`config.mk`:
```
export PLATFORM = sky130hd
export DESIGN_NAME = mix_sequencer
export DESIGN_NICKNAME = d
export VERILOG_FILES = /design/src/rtl/mix_sequencer.sv
export SDC_FILE = /design/constraint.sdc
export NUM_CORES = 1
export LEC_CHECK = 0
export BUFFER_PORTS_ARGS = -buffer_cell sky130_fd_sc_hd__buf_2
export CORE_MARGIN = 2
export CORE_UTILIZATION = 50
export CTS_CLUSTER_DIAMETER = 40
export DETAILED_ROUTE_END_ITERATION = 8
export GPL_TIMING_DRIVEN = 1
export PLACE_DENSITY = 0.81
export SLEW_MARGIN = 10
export SYNTH_ARGS = -nofsm -noshare
export SYNTH_HDL_FRONTEND = slang
export SYNTH_SLANG_ARGS = --single-unit
```
`constraint.sdc`:
```
create_clock -name sys_clk -period 7 [get_ports sys_clk]
set_clock_uncertainty 0.2 [all_clocks]
set_input_delay 0 -clock sys_clk [delete_from_list [all_inputs] [get_ports sys_clk]]
set_output_delay 0 -clock sys_clk [all_outputs]
set_load 0.01 [all_outputs]
```
`src/rtl/mix_sequencer.sv`:
```
// mix_sequencer: divides sys_clk into sample frames, decodes oscillator slots and
// stages volume/voice-mask updates so they only take effect at frame boundaries.
`ifndef N_OSCILLATORS
`define N_OSCILLATORS 16
`endif
module mix_sequencer #(
    parameter int N_WAVEGENS   = `N_OSCILLATORS,
    parameter int FRAME_CYCLES = 384
) (
    input  logic                            sys_clk,
    input  logic                            rstn,
    input  logic                            run,
    input  logic                            cfg_valid,
    output logic                            cfg_ready,
    input  logic [31:0]                     cfg_volume,
    input  logic [N_WAVEGENS-1:0]           cfg_voice_mask,
    output logic [31:0]                     master_volume,
    output logic [8:0]                      clk_counter,
    output logic [$clog2(N_WAVEGENS+1)-1:0] index,
    output logic                            voice_enable,
    output logic                            sample_clk,
    output logic                            sample_tick,
    output logic                            busy,
    output logic                            cfg_applied
);
    localparam int IW = $clog2(N_WAVEGENS + 1);
    localparam logic [8:0] LAST = 9'(FRAME_CYCLES - 1);
    localparam logic [8:0] HALF = 9'(FRAME_CYCLES / 2);
    localparam logic [8:0] NW = 9'(N_WAVEGENS);
    typedef enum logic {IDLE, RUN} state_t;
    state_t state, state_n;
    logic pending, pending_n, apply, xfer;
    logic [8:0] cnt_n;
    logic [31:0] stage_volume, volume_n;
    logic [N_WAVEGENS-1:0] stage_mask, mask, mask_n;
    // Decode is computed from the next counter so every output lands in the same cycle as it.
    always_comb begin
        xfer = cfg_valid && cfg_ready;
        apply = pending && (state == IDLE || clk_counter == LAST);
        pending_n = apply ? 1'b0 : (xfer ? 1'b1 : pending);
        volume_n = apply ? stage_volume : master_volume;
        mask_n = apply ? stage_mask : mask;
        state_n = ((state == RUN && clk_counter != LAST) || run) ? RUN : IDLE;
        cnt_n = (state_n == IDLE) ? LAST : ((state == RUN && clk_counter != LAST) ? clk_counter + 9'd1 : 9'd0);
    end
    always_ff @(posedge sys_clk or negedge rstn) begin
        if (!rstn) begin
            state <= IDLE;
            clk_counter <= LAST;
            index <= IW'(N_WAVEGENS);
            voice_enable <= 1'b0;
            sample_clk <= 1'b0;
            sample_tick <= 1'b0;
            busy <= 1'b0;
            cfg_applied <= 1'b0;
            cfg_ready <= 1'b1;
            pending <= 1'b0;
            master_volume <= '0;
            mask <= '0;
            stage_volume <= '0;
            stage_mask <= '0;
        end else begin
            state <= state_n;
            clk_counter <= cnt_n;
            index <= (cnt_n < NW) ? cnt_n[IW-1:0] : IW'(N_WAVEGENS);
            voice_enable <= |(mask_n & (N_WAVEGENS'(1) << cnt_n));
            sample_clk <= state_n == RUN && cnt_n >= HALF;
            sample_tick <= state_n == RUN && cnt_n == LAST;
            busy <= state_n == RUN;
            cfg_applied <= apply;
            cfg_ready <= !pending_n;
            pending <= pending_n;
            master_volume <= volume_n;
            mask <= mask_n;
            if (xfer) begin
                stage_volume <= cfg_volume;
                stage_mask <= cfg_voice_mask;
            end
        end
    end
endmodule

```
==> impl_results.rst <==
.. list-table::
   :header-rows: 1

   * - Metric
     - Value
   * - Type of destination of the critical path
     - register
   * - Number of antenna diodes
     - 0
   * - Post-synthesis instance area
     - 0.00470 mm²
   * - Die boundary width
     - between 100 and 150 µm
   * - Syn Nets
     - about 380
   * - Initial standard-cell utilization of the core
     - 51.2%
   * - Number of detailed-routing iterations run before antenna repair
     - 4
   * - Most common cell on crit path
     - sky130_fd_sc_hd__nand3_1
   * - Post-layout net count
     - 542
   * - Number of buffers created by CTS
     - 17
   * - Remaining DRCs
     - 0
   * - Number of buffers inserted to repair setup after CTS
     - 0
   * - Count of final max-slew check failures
     - 0
   * - Startpoint type of the worst setup path
     - register
   * - Layout cell share with drive strength beyond 1
     - 49.0%
   * - Clock sink count
     - between 100 and 150
   * - CTS root buffer
     - sky130_fd_sc_hd__clkbuf_8
   * - Deepest clock path buffer count
     - 2
   * - Worst slew margin
     - 21.0%
   * - Number of distinct library cells after synthesis
     - 43
   * - Count of maximum capacitance violations
     - 0
   * - Worst setup path end
     - voice_enable
   * - Final setup vio count
     - 0
   * - Count of input and output buffers
     - about 100
   * - Number of global-route vias before repair
     - 3346
   * - Antenna violation net count after detailed routing
     - 0
   * - Largest stage delay, worst path
     - 0.62 ns
   * - Worst hold path cell count
     - 3
   * - Fin crit share
     - 52.4%
   * - Top Ports
     - 104
   * - Category of the most critical setup path
     - reg -> reg
   * - Crit Reg-Reg Endpoint
     - voice_enable
   * - Warning count from the yosys run
     - 0
   * - Crit-path slowest cell
     - sky130_fd_sc_hd__dfstp_2
   * - Total die area
     - 0.0102 mm²
   * - Sequential cell area fraction in the yosys report
     - 62.5%
   * - Number of antenna violations at the first check in global routing
     - 0
   * - Htree depth
     - 4
   * - Synthesis-to-finish area growth
     - 35.7%
   * - Mapped Cells
     - 331
   * - TritonCTS clock tree
     - built
   * - Crit path from
     - clk_counter[0]
   * - Standby leakage power
     - approximately 3 nW
   * - Setup slack on the worst flop-to-flop path
     - 3.33 ns
   * - Class of the tightest hold or removal check
     - in -> reg
   * - Cell chain of the critical path
     - ha_1 -> nand3_1 -> o31ai_4 -> nand2_4 -> mux2_4 -> mux4_2 -> nand3_1 -> a2bb2oi_1
   * - FF+latch count, synth
     - roughly 120
   * - Fillers
     - 650
   * - Worst flop-to-flop path startpoint
     - clk_counter[0]
   * - Number of core rows
     - 35
   * - Wirelength per Cell
     - 16.6 µm
   * - Finished Core Util
     - 69.4%
   * - Total count of hold-check failures in the final report
     - 0
   * - Maximum frequency from static timing analysis
     - 272 MHz
   * - Worst endpoint required time
     - 7.19 ns
   * - Cell count of the worst reg-to-reg path
     - 8
   * - Core footprint
     - 0.00920 mm²
   * - Via Count
     - 3249
   * - Worst vdd rail ir drop
     - 0.231 mV
   * - PD cells
     - 428 mW/mm²
   * - All-layer global routing usage
     - 20.8%
   * - Clock-pin slew reported for the worst setup and hold paths after clock tree synthesis
     - ~0.060 ns
   * - Clk Latency, worst-skew pair
     - about 0.50 ns
   * - Pin count of the biggest net entering global routing
     - 68
   * - Fin crit period
     - 3.67 ns
   * - Detailed-route wire length
     - 10100 µm
   * - Sum of overflow across all layers after global routing
     - 0
   * - Measured slew at the worst slew-check pin
     - 1.18 ns
   * - Result of the run
     - complete, no violations
   * - TNS Setup
     - 0 ns
   * - Detailed Place HPWL
     - 6200 µm
   * - Weighted congestion at the end of routability-driven global placement
     - 0.908
   * - Critical Path Fanout Max
     - 48
   * - Via density per instance
     - 5.32
   * - First-iteration detailed-routing DRC count
     - just over 80
   * - DIE HEIGHT
     - 101 µm
   * - Global-route wire length before repair
     - 16100 µm
   * - Min Hold Slack
     - 0.0701 ns
   * - Unrepaired setup endpoints after global routing
     - no
   * - Post-synthesis area per instance
     - 14.2 µm²
   * - Worst path arrival time
     - 3.86 ns
[sequential cells by signal, summed over array words and instances, names as in the netlist, 5 cells and up]
signal / flops
master_volume: 32
stage_volume: 32
mask: 16
stage_mask: 16
clk_counter: 9
index: 5
[layout by cell type (no fill, tap or decap), types with 2 or more instances in the layout]
| cell type | n |
|---|---|
| sky130_fd_sc_hd__clkinvlp_4 | 3 |
| sky130_fd_sc_hd__clkbuf_16 | 16 |
| sky130_fd_sc_hd__bufinv_16 | 2 |
| sky130_fd_sc_hd__nor2_1 | 12 |
| sky130_fd_sc_hd__xnor2_1 | 4 |
| sky130_fd_sc_hd__nand3_1 | 11 |
| sky130_fd_sc_hd__o22ai_1 | 2 |
| sky130_fd_sc_hd__dfrtp_1 | 107 |
| sky130_fd_sc_hd__and2_1 | 2 |
| sky130_fd_sc_hd__o21ai_0 | 11 |
| sky130_fd_sc_hd__nand2_1 | 14 |
| sky130_fd_sc_hd__o21a_1 | 2 |
| sky130_fd_sc_hd__inv_1 | 6 |
| sky130_fd_sc_hd__dfstp_2 | 10 |
| sky130_fd_sc_hd__or3_1 | 3 |
| sky130_fd_sc_hd__mux2_2 | 93 |
| sky130_fd_sc_hd__buf_2 | 102 |
| sky130_fd_sc_hd__a31oi_1 | 2 |
| sky130_fd_sc_hd__clkbuf_8 | 3 |
| sky130_fd_sc_hd__clkinv_2 | 5 |
| sky130_fd_sc_hd__mux2_4 | 2 |
| sky130_fd_sc_hd__nor3_1 | 3 |
| sky130_fd_sc_hd__dlygate4sd3_1 | 51 |
| sky130_fd_sc_hd__a21oi_1 | 8 |
| sky130_fd_sc_hd__buf_4 | 2 |
[cells in the mapped netlist (all sizes together)]
library cell  count  area (µm²)
dfrtp           107        2680
o211a             1        10.0
a31oi             2        12.5
and3              1        6.26
nand4b            1        8.76
o31ai             2        28.8
a21oi             8        40.0
a211o             1        8.76
nand2            16        67.6
nand4             2        27.5
xor2              1        8.76
a22oi             1        7.51
clkbuf           13        48.8
a21o              1        7.51
ha                1        12.5
o21a              2        15.0
a41oi             1        8.76
o21ai            11        55.1
xnor2             4        35.0
or3               3        18.8
nand2b            1        6.26
and2              2        12.5
inv               6        22.5
buf               4        27.5
mux4              1        22.5
dfstp            10         263
mux2i             1        10.0
o31a              1        8.76
or2               1        6.26
a2bb2oi           1        8.76
nor4              1        6.26
o22ai             2        12.5
mux2             95        1080
nor3              3        15.0
nand3            11        55.1
nor2             12        45.0
[worst min path at each step]
stage	from	end	slack [ns]
after global placement	rstn	stage_volume[1]	-0.15
after CTS	cfg_volume[19]	stage_volume[19]	0.05
after floorplan	rstn	busy	-0.50
after detailed placement	rstn	master_volume[1]	-0.14
after global routing	cfg_voice_mask[2]	stage_mask[2]	0.05
final	cfg_voice_mask[2]	stage_mask[2]	0.07
[layer usage]
metal  global-route usage [%]  share of wire [%]
met5                        0                  0
met3                     6.17                5.0
met4                     6.65                1.2
met1                     26.7                 44
met2                     34.2                 50
[where the power goes]
group	switching [mW]	internal, mW	leakage, nW
Clock	0.287	0.517	0.268
Combinational	0.378	0.405	1.37
Sequential	0.177	0.969	1.44
Total	0.842	1.89	3.08
[cell type report]
type                       count  area (µm²)  share of cell area [%]
clock inverter                10         108                    1.68
timing repair buffer         156        1060                    16.7
tap                          111         139                    2.17
clock buffer                  20         445                    6.97
sequential                   117        2940                    46.0
inverter                       6        22.5                   0.353
multi-input combinational    191        1670                    26.1
[kinds of logic after synthesis]
kind of cell / Yosys count / synth area share, %
xor gates and xnor gates: 5 / 0.931
muxes: 97 / 23.6
AOI/OAI and AO/OA: 34 / 4.76
DFF: 117 / 62.5
and+or+nand+nor: 54 / 5.85
buffers and inverters: 23 / 2.10
adders and majority gates: 1 / 0.266
[critical path, delay by kind of cell, from the launching register on]
family / cells / cell delay, ns
and+or+nand+nor: 3 / 0.85
AOI/OAI and AO/OA: 2 / 0.54
adders and majority gates: 1 / 0.40
DFF: 1 / 0.62
muxes: 2 / 0.93
[metrics by stage]
stage | instances | total power [mW] | instance area (µm²) | worst slack, ns
after floorplan | 331 | 1.64 | 4700 | 4.17
after global placement | 529 | 1.86 | 5300 | 3.47
after detailed placement | 529 | 1.90 | 5300 | 3.38
after CTS | 611 | 2.74 | 6390 | 3.36
after global routing | 611 | 2.88 | 6390 | 3.12
final | 611 | 2.73 | 6390 | 3.33
[timing repair]
item	in CTS	in global routing
setup endpoints to repair	0	0
hold endpoints to repair	111	0
gates resized for setup	0	0
hold buffers	52	0
Power figures use the tool's default switching activity.
